`config.mk`:
```
export PLATFORM = sky130hd
export DESIGN_NAME = sigma_delta_mod
export DESIGN_NICKNAME = d
export VERILOG_FILES = /design/src/rtl/sigma_delta_mod.sv
export SDC_FILE = /design/constraint.sdc
export NUM_CORES = 1
export LEC_CHECK = 0
export CORE_UTILIZATION = 35
export DETAILED_ROUTE_END_ITERATION = 10
export RECOVER_POWER = 100
export SYNTH_ARGS = -nofsm -noshare
export SYNTH_HDL_FRONTEND = slang
export SYNTH_SLANG_ARGS = --single-unit
```
`constraint.sdc`:
```
create_clock -name clk -period 10.1 [get_ports clk]
set_clock_uncertainty 0.05 [all_clocks]
set_input_delay 2.02 -clock clk [delete_from_list [all_inputs] [get_ports clk]]
set_output_delay 2.02 -clock clk [all_outputs]
set_load 0.03 [all_outputs]
```
`src/rtl/sigma_delta_mod.sv`:
```
// Second-order error-feedback sigma-delta DAC modulator with a one-entry
// sample holding register, divided bit clock and per-frame sample loading.
module sigma_delta_mod #(
    parameter int WIDTH   = 16,
    parameter int DR_LOG2 = 8,
    parameter int CLK_DIV = 4
) (
    input  logic             clk,
    input  logic             rst,
    input  logic [WIDTH-1:0] din,
    input  logic             din_valid,
    output logic             din_ready,
    input  logic             underrun_clr,
    output logic             mclkout,
    output logic             mdata,
    output logic             frame_strobe,
    output logic             underrun
);
    localparam int IW   = WIDTH + 4;
    localparam int SW   = WIDTH + 6;
    localparam int HALF = CLK_DIV / 2;
    localparam int DW   = (HALF > 1) ? $clog2(HALF) : 1;

    localparam logic signed [IW-1:0] I_MAX = {1'b0, {(IW-1){1'b1}}};
    localparam logic signed [IW-1:0] I_MIN = {1'b1, {(IW-1){1'b0}}};
    localparam logic signed [SW-1:0] S_MAX = {{(SW-IW+1){1'b0}}, {(IW-1){1'b1}}};
    localparam logic signed [SW-1:0] S_MIN = {{(SW-IW+1){1'b1}}, {(IW-1){1'b0}}};

    logic [DW-1:0]        div_cnt;
    logic                 div_wrap;
    logic                 bit_step;
    logic [DR_LOG2-1:0]   bit_cnt;
    logic [WIDTH-1:0]     hold;
    logic                 hold_full;
    logic [WIDTH-1:0]     x;
    logic [WIDTH-1:0]     x_eff;
    logic                 accept;
    logic                 frame_load;
    logic                 underrun_set;
    logic signed [IW-1:0] i1;
    logic signed [IW-1:0] i2;
    logic signed [IW-1:0] i1_new;
    logic signed [IW-1:0] i2_new;
    logic signed [SW-1:0] fb;
    logic signed [SW-1:0] sum1;
    logic signed [SW-1:0] sum2;

    function automatic logic signed [IW-1:0] sat(input logic signed [SW-1:0] v);
        if (v > S_MAX)
            return I_MAX;
        else if (v < S_MIN)
            return I_MIN;
        else
            return v[IW-1:0];
    endfunction

    assign div_wrap     = (div_cnt == DW'(HALF - 1));
    assign frame_load   = bit_step && (bit_cnt == '0);
    assign frame_strobe = frame_load;
    assign din_ready    = !hold_full;
    assign accept       = din_valid && !hold_full;
    assign underrun_set = frame_load && !hold_full && !accept;

    // An empty holding register at a frame boundary lets a same-cycle sample bypass it.
    always_comb begin
        x_eff = x;
        if (frame_load) begin
            if (hold_full)
                x_eff = hold;
            else if (accept)
                x_eff = din;
        end
    end

    always_comb begin
        fb = '0;
        if (mdata)
            fb[WIDTH] = 1'b1;
        sum1   = $signed({{(SW-IW){i1[IW-1]}}, i1}) + $signed({{(SW-WIDTH){1'b0}}, x_eff}) - fb;
        i1_new = sat(sum1);
        sum2   = $signed({{(SW-IW){i2[IW-1]}}, i2}) + $signed({{(SW-IW){i1_new[IW-1]}}, i1_new}) - fb;
        i2_new = sat(sum2);
    end

    always_ff @(posedge clk or posedge rst) begin
        if (rst) begin
            div_cnt   <= '0;
            mclkout   <= 1'b0;
            bit_step  <= 1'b0;
            bit_cnt   <= '0;
            hold      <= '0;
            hold_full <= 1'b0;
            x         <= '0;
            i1        <= '0;
            i2        <= '0;
            mdata     <= 1'b0;
            underrun  <= 1'b0;
        end else begin
            if (div_wrap) begin
                div_cnt <= '0;
                mclkout <= ~mclkout;
            end else begin
                div_cnt <= div_cnt + DW'(1);
            end
            // A bit is computed on the edge after each mclkout rise.
            bit_step <= div_wrap && !mclkout;

            if (frame_load) begin
                hold_full <= 1'b0;
            end else if (accept) begin
                hold_full <= 1'b1;
                hold      <= din;
            end

            if (bit_step) begin
                x       <= x_eff;
                i1      <= i1_new;
                i2      <= i2_new;
                mdata   <= !i2_new[IW-1] && (i2_new != '0);
                bit_cnt <= bit_cnt + DR_LOG2'(1);
            end

            if (underrun_set)
                underrun <= 1'b1;
            else if (underrun_clr)
                underrun <= 1'b0;
        end
    end
endmodule

```
======== Word-level counts from Yosys, hierarchy flattened ========
Cells that the tools add are included.
storage, ports and cells
  register bits after elaboration ......... 86
  input port bits ......................... 20
  output and inout port bits .............. 5
  logic and storage cells ................. 51
operators by class
  add/sub/neg operators ................... 6
  order comparisons ....................... 4
  mux-type cells .......................... 13
  bitwise gates (word level) .............. 2
  reductions and logical operators ........ 15
operators with widths
  cell                    number
  $mux W20                4
  $mux W16                3
  $gt A22 B20 Y1 const B  2
  $lt A22 B20 Y1 const B  2
  $sub A21 B18 Y22        2
  $add A20 B17 Y21        1
  $add A20 B20 Y21        1
  $reduce_bool A20 Y1     1
  $add A8 B1 Y8 const B   1
  $logic_not A8 Y1        1
  $logic_and A1 B1 Y1     6
  $mux W1                 6
  $logic_not A1 Y1        4
  $reduce_bool A2 Y1      2
  $not A1 Y1              2
  $reduce_and A2 Y1       1
  $add A1 B1 Y1 const B   1

======== Longest topological paths before layout ========
Gate-level depths: netlist of the first run.
  depth after elaboration ................. 17
  mapped depth ............................ 41
  depth with buffers taken out ............ 37

======== Worst setup path before layout of the first run ========
OpenSTA, ideal clock, no wires.
  path kind ............................... input port to flip-flop
  start ................................... input din_valid
  end ..................................... register i2[2]
  setup time .............................. 0.126 ns
  arrival ................................. 8.618 ns
  data required time ...................... 9.924 ns
  slack ................................... 1.306 ns
  stages on the path ...................... 35
  path buffers ............................ 4
  cell sequence ........................... inv_2 -> nor2_1 -> clkbuf_1 -> a22oi_1 -> nor2_1 -> a221o_1 -> inv_1 -> ha_1 -> inv_1 -> ha_1 -> a21oi_2 -> nand2_1 -> a211o_1 -> o2111ai_2 -> nand2_1 -> o21ai_1 -> clkbuf_1 -> a21oi_1 -> ha_1 -> inv_1 -> ha_1 -> buf_2 -> nor2b_1 -> o31a_1 -> o32ai_4 -> o311ai_2 -> a211oi_2 -> o21bai_1 -> a21o_1 -> a21boi_1 -> and3b_1 -> o21ai_2 -> o211ai_4 -> buf_6 -> a311o_1
on the way
  longest elaborated chain between the ends .. 14
  elaborated cells on any way between the ends .. 16
  those cells by class .................... add/sub: 4; order compare: 4; mux: 7; reduce/logical: 1
RTL lines
  item                     RTL line  text
  start, declared          11        input logic din_valid,
  $logic_and A1 B1 Y1 (*)  61        assign accept = din_valid && !hold_full;
  $mux W16 (*)             70        else if (accept)
  $mux W16 (*)             68        if (hold_full)
  $mux W16 (*)             67        if (frame_load) begin
  $add A20 B17 Y21 (*)     79        sum1 = $signed({{(SW-IW){i1[IW-1]}}, i1}) + $signed({{(SW-WIDTH){1'b0}}, x_eff}) - fb;
  $sub A21 B18 Y22 (*)     79
  $lt A22 B20 Y1           51        else if (v < S_MIN)
  $mux W20                 51
  $mux W20 (*)             49        if (v > S_MAX)
  $add A20 B20 Y21 (*)     81        sum2 = $signed({{(SW-IW){i2[IW-1]}}, i2}) + $signed({{(SW-IW){i1_new[IW-1]}}, i1_new}) - fb;
  $sub A21 B18 Y22 (*)     81
  $lt A22 B20 Y1           51
  $mux W20                 51
  $mux W20 (*)             49
  end signal, assigned     118       i2 <= i2_new;
  end, declared            41        logic signed [IW-1:0] i2;
Every way passes the cells marked *; elsewhere a longest branch is shown, timed or not.
A chain may end at the register's enable or synchronous reset.

======== Final worst setup path of the first run ========
  start ................................... input din_valid
  end ..................................... register i2[0]
The elaborated chain is that of the path after synthesis.

==> results of run 1 <==
==> registers in the layout (all words and copies together) (netlist names) <==
| signal | flops |
|---|---|
| underrun | 1 |
| hold | 16 |
| i2 | 20 |
| i1 | 20 |
| hold_full | 1 |
| mdata | 1 |
| bit_cnt | 8 |
| x | 16 |
| mclkout | 1 |
| div_cnt | 1 |
| bit_step | 1 |
==> metrics by stage <==
step / hold WS, ns / util / cells
after floorplan: 0.3776 / - / 788
after global placement: 0.3875 / 0.3881 / 1052
after detailed placement: 0.3948 / 0.3881 / 1052
after CTS: 0.4049 / 0.4046 / 1068
after global routing: 0.4129 / 0.4038 / 1068
final: 0.3999 / 0.4038 / 1068
==> final cells by class <==
type	count	share of cell area
Multi-Input combinational cell	537	0.5296
Sequential cell	86	0.2811
Inverter	136	0.06685
Tap cell	260	0.04250
Timing Repair Buffer	33	0.03923
Clock buffer	9	0.02942
Clock inverter	7	0.01128
==> worst max-delay path, delay by kind of cell <==
family / cells / cell delay, ns
compound gates: 16 / 4.45
simple gates: 6 / 0.86
buf+inv: 6 / 1.00
fa+ha+maj: 4 / 1.32
==> metal layers <==
| layer | vias to the layer above | part of all wire |
|---|---|---|
| li1 | 2793 | - |
| met1 | 2612 | 0.49 |
| met2 | 110 | 0.46 |
| met3 | 18 | 0.037 |
| met4 | 0 | 0.014 |
| met5 | - | 0 |
==> final timing paths <==
| kind | from | end | slack [ns] | depth (start not counted) |
|---|---|---|---|---|
| setup / recovery | din_valid | i2[0] | 0.67 | 32 |
| hold / removal | div_cnt | div_cnt | 0.40 | 1 |
| max in group asynchronous | rst | i1[11] | 4.19 | 3 |
| setup reg to reg | bit_step | i2[0] | 1.70 | 31 |
| min in group asynchronous | rst | i1[15] | 2.43 | 2 |
| hold reg to reg | div_cnt | div_cnt | 0.40 | 1 |
==> kinds of logic (layout without fill, tap and decap cells) <==
family          count (synthesis)  after routing
xor+xnor                       40             40
fa+ha+maj                      76             76
simple gates                  180            180
buf+inv                       165            185
mux                            17             17
compound gates                224            224
flops                          86             86
==> cells in the final DEF (no fill, tap or decap), types with 3 or more instances in the layout <==
cell type / synthesis / routed
inv_1: 134 / 133
dfrtp_1: 86 / 86
ha_1: 75 / 75
nor2_1: 74 / 74
a21oi_1: 72 / 72
nand2_1: 37 / 37
xnor2_1: 30 / 30
o21ai_0: 21 / 22
a221o_1: 18 / 18
a311o_1: 18 / 18
clkdlybuf4s50_1: 0 / 18
mux2_2: 17 / 17
nand3_1: 17 / 17
a21o_1: 15 / 15
a22oi_1: 12 / 12
xor2_1: 10 / 10
o21a_1: 10 / 10
nor3_1: 9 / 9
clkbuf_16: 0 / 9
nand4_1: 8 / 8
buf_4: 0 / 7
dlygate4sd3_1: 0 / 6
o21bai_1: 5 / 5
o21ai_1: 6 / 5
o31a_1: 4 / 4
and3_1: 4 / 4
o211ai_1: 4 / 4
a31oi_1: 4 / 4
nor2b_1: 3 / 3
a211oi_2: 3 / 3
a21oi_2: 3 / 3
a211o_1: 3 / 3
nand2b_1: 3 / 3
==> results.json, run 1 <==
{
  "outcome": "finished with violations",
  "failed_checks": "max-capacitance violations, max-slew violations",
  "cts.sinks": 86,
  "synthTopCellsByCount": "inv_1 (134), dfrtp_1 (86), ha_1 (75)",
  "cts-root-buf": "clkbuf_16",
  "setup_slack_ns": 0.6661,
  "clk_path_buf_depth": 2,
  "drt_wl_total_mm": 16.31,
  "worstSkewPairLatency_ns": 0.35,
  "final.setup.tns_ns": 0,
  "slowest_stage": "a221oi_4",
  "synthSimpleGateAreaFrac": 0.1252,
  "seqCellArea_um2": 2152,
  "post-cts-setup-buffer-count": 0,
  "period_minus_slack_ns": 9.434,
  "cts_buffers": 9,
  "synth_compound_area_frac": 0.2472,
  "slew_headroom": -0.9656,
  "synth_top_area_frac": 0.3138,
  "ys_warn_count": 0,
  "tritoncts": "yes",
  "grt_overflow": 0,
  "cts_resized": 0,
  "synth-xor-area-share": 0.05109,
  "multi_input_area_um2": 4054,
  "synth_edf_count": 0,
  "slew_viol_final": 89,
  "fillers": 1917,
  "cts_hold_buf": 0,
  "nNetsFinal": 899,
  "grt_use_met2": 0.2826,
  "core_area_um2": 18960,
  "grt_max_degree": 80,
  "pin_count": 25,
  "rsz0062_at_grt": "no",
  "clk_pin_slew_ns": 0.07,
  "track_usage": 0.1713,
  "avgSynthCellArea_um2": 8.703,
  "post-route-drc-count": 0,
  "vias": 5533,
  "synth_seq_cells": 86,
  "worstHoldPathType": "register to register",
  "routedWlPerCell_um": 15.28,
  "layout-drive-gt1-share": 0.08416,
  "syn_to_final_growth_pct": 11.62,
  "yosysSeqAreaShare": 0.3138,
  "worst_path_most_repeated_cell": "ha_1",
  "dieArea_um2": 20160,
  "critPathCaptureType": "register",
  "async_flop_share": 1.000,
  "grt_pass1_vias": 5395,
  "yosysTopAreaCell": "dfrtp_1",
  "netlist_area_um2": 6858,
  "grt_first_pass_wirelength_mm": 27.19,
  "portBuffers": 24,
  "critPathMaxStageDelay_ns": 0.81,
  "antenna_cells": 0,
  "routed_via_density": 5.181,
  "required_ns": 10.33,
  "finalSetupViolations": 0,
  "finalInstanceArea_um2": 7655,
  "crit_path_max_fanout": 18,
  "die_w_um": 142.0,
  "synth_top_family_by_area": "compound AO/OA/AOI/OAI gates",
  "dp_slack_ns": 0.4190,
  "synth_nets": 884,
  "finalHoldViolations": 0,
  "fmaxAchievable_ghz": 0.1060,
  "gp_congestion": 0.8607,
  "drv_cap": 2,
  "drtPass1Iterations": 5,
  "arrival_ns": 9.66,
  "drtAntennaViolNets": 0,
  "yosysMostFrequentCell": "inv_1",
  "synthAdderAreaFrac": 0.1398,
  "use_met3": 0.02961,
  "synth_cells": 788,
  "die_h_um": 142.0,
  "antenna_found_initial": 0,
  "num_rows": 50,
  "drt_iter0_drc": 281,
  "dp_hpwl_mm": 12.39,
  "path_class": "primary input to register",
  "ys_top_cells_by_area": "dfrtp_1 (31%), ha_1 (14%), inv_1 (7.3%), a21oi_1 (5.3%), nor2_1 (4.1%)",
  "start_kind": "primary input",
  "placed_cell_area_um2": 7357,
  "worstMarginPinSlew_ns": 2.948,
  "initial_utilization": 0.3618,
  "yosys_most_used_dff": "dfrtp_1",
  "synth_cell_type_count": 75,
  "fin_crit_sh": 0.9340,
  "cts_max_level": 3,
  "grt.busiest_layer": "met2",
  "synth.area.mux_share": 0.02791,
  "met1_usage": 0.2303
}
Power of run 1 is left out: the tool's default activity adds up to more than one toggle a clock period on the data nets, which glitch-free logic cannot reach.
==> run 2: changes to the inputs <==
--- a/config.mk
+++ b/config.mk
@@ -8,6 +8,7 @@
 export CORE_UTILIZATION = 35
 export DETAILED_ROUTE_END_ITERATION = 10
 export RECOVER_POWER = 100
+export REMOVE_ABC_BUFFERS = 1
 export SYNTH_ARGS = -nofsm -noshare
 export SYNTH_HDL_FRONTEND = slang
 export SYNTH_SLANG_ARGS = --single-unit
==> run 2 against run 1 <==
  * The flow still finishes with violations (max-capacitance violations, max-slew violations)
  * Global-route usage is 0.35 points lower
  * Die area did not move
  * Fmax is 0.26% lower
  * First-iteration DRC count fell by 6.4%
  * Utilization decreased by 0.059 points
  * Cell count stayed put
  * Register-to-register slack worse by 0.06 ns
  * Non-clock buffer count unchanged
  * Routed wire length down 3.9%
  * Flip-flop and latch count is the same
  * Count of clock-buffer cells in the layout is 1 higher
  * Sequential share of layout area about the same
  * Largest cell class unchanged
==> results.json, run 2 (synthesis results as in run 1) <==
{
  "outcome": "finished with violations",
  "failed_checks": "max-capacitance violations, max-slew violations",
  "rr_endpoint": "i2[0]",
  "antenna_cells": 0,
  "vias": 5480,
  "drt_wl_total_mm": 15.67,
  "core_area_um2": 18960,
  "pin_count": 25,
  "slew_headroom": -1.391,
  "grt_first_pass_wirelength_mm": 26.58,
  "grt_pass1_vias": 5300,
  "drt_iter0_drc": 263,
  "grt_overflow": 0,
  "die_h_um": 142.0,
  "syn_to_final_growth_pct": 11.46,
  "min_delay_worst_endpoint": "div_cnt",
  "cts-root-buf": "clkbuf_16",
  "start_kind": "primary input",
  "slowest_stage": "clkdlybuf4s50_1",
  "post-route-drc-count": 0,
  "min-delay-start": "div_cnt",
  "track_usage": 0.1678,
  "routed_via_density": 5.131,
  "worstSkewPairLatency_ns": 0.36,
  "fin_crit_sh": 0.9365,
  "antenna_found_initial": 0,
  "initial_utilization": 0.3618,
  "reg2regPathDepth": 31,
  "portBuffers": 24,
  "dp_hpwl_mm": 11.44,
  "final_cells": 1068,
  "arrival_ns": 9.65,
  "required_ns": 10.29,
  "slew_viol_final": 176,
  "cts_buffers": 9,
  "min_path_cells": 1,
  "nNetsFinal": 899,
  "clk_pin_slew_ns": 0.07,
  "grt_max_degree": 87,
  "period_minus_slack_ns": 9.459,
  "dieArea_um2": 20160,
  "finalSetupViolations": 0,
  "cts_hold_buf": 0,
  "drtAntennaViolNets": 0,
  "setup_slack_ns": 0.6414,
  "critPathMaxStageDelay_ns": 0.59,
  "final.setup.tns_ns": 0,
  "final_cell_mix": "inv_1 (134), dfrtp_1 (86), ha_1 (75)",
  "worstMarginPinSlew_ns": 3.587,
  "drv_cap": 3,
  "routedWlPerCell_um": 14.68,
  "path_class": "primary input to register",
  "reg2reg_from": "bit_step",
  "fillers": 1964,
  "final_util": 0.4032,
  "num_rows": 50,
  "worstHoldPathType": "register to register",
  "cts_max_level": 3,
  "cp_num_buf_inv": 5,
  "layout-drive-gt1-share": 0.08168,
  "gp_congestion": 0.8783,
  "tritoncts": "yes",
  "path_delay_family": "compound AO/OA/AOI/OAI gates",
  "crit_path_max_fanout": 19,
  "cts.sinks": 86,
  "fmaxAchievable_ghz": 0.1057,
  "rsz0062_at_grt": "no",
  "die_w_um": 142.0,
  "critPathCaptureType": "register",
  "top_regs": "i1 (20), i2 (20)",
  "regToRegSetupSlack_ns": 1.64,
  "dp_slack_ns": 0.05597,
  "drtPass1Iterations": 4,
  "mostFrequentLayoutCell": "inv_1",
  "dp.cells": 1051,
  "clk_path_buf_depth": 2,
  "finalHoldViolations": 0
}
run 2: repair_timing:
action / 4_1_cts / 5_1_grt
setup buffers: 0 / 1
resized for setup: 0 / 1
setup endpoints to repair: 0 / 19
run 2: through the flow:
stage	hold slack [ns]	cell area, um2
floorplan	0.3776	6716
global placement	0.4026	7350
detailed placement	0.3932	7350
CTS	0.4105	7642
global route	0.4412	7644
finish	0.4088	7644
run 2: cell type report:
cell class / instances / area (um2) / area share
multi-input combinational: 537 / 4053 / 0.5302
sequential: 86 / 2152 / 0.2816
inverter: 136 / 511.7 / 0.06695
tap: 260 / 325.3 / 0.04256
timing repair buffer: 33 / 309.0 / 0.04043
clock buffer: 10 / 239.0 / 0.03127
clock inverter: 6 / 53.80 / 0.007039
run 2: metal layers:
layer,part of all wire,vias up,GRT usage
li1,-,2803,-
met1,0.52,2565,0.2340
met2,0.43,100,0.2619
met3,0.041,12,0.03600
met4,0.012,0,0.04414
met5,0,-,0
run 2: worst max-delay path by stage:
stage | endpoint | cells after the start | start | slack (ns)
2_1_floorplan | i2[0] | 30 | bit_step | 0.95
3_3_place_gp | i2[0] | 30 | din_valid | 0.27
3_5_place_dp | i2[8] | 31 | din_valid | 0.06
4_1_cts | i2[8] | 31 | din_valid | 0.42
5_1_grt | i2[0] | 32 | din_valid | 0.09
6_report | i2[0] | 32 | din_valid | 0.64
Power of run 2 is left out for the same reason.
==> run 3: changes to the inputs <==
--- a/config.mk
+++ b/config.mk
@@ -9,6 +9,7 @@
 export DETAILED_ROUTE_END_ITERATION = 10
 export RECOVER_POWER = 100
 export REMOVE_ABC_BUFFERS = 1
+export SKIP_CTS_REPAIR_TIMING = 1
 export SYNTH_ARGS = -nofsm -noshare
 export SYNTH_HDL_FRONTEND = slang
 export SYNTH_SLANG_ARGS = --single-unit
==> results of run 3 <==
No change in the layout: final DEF, timing and power equal those of run 2.
Power of run 3 is left out for the same reason.
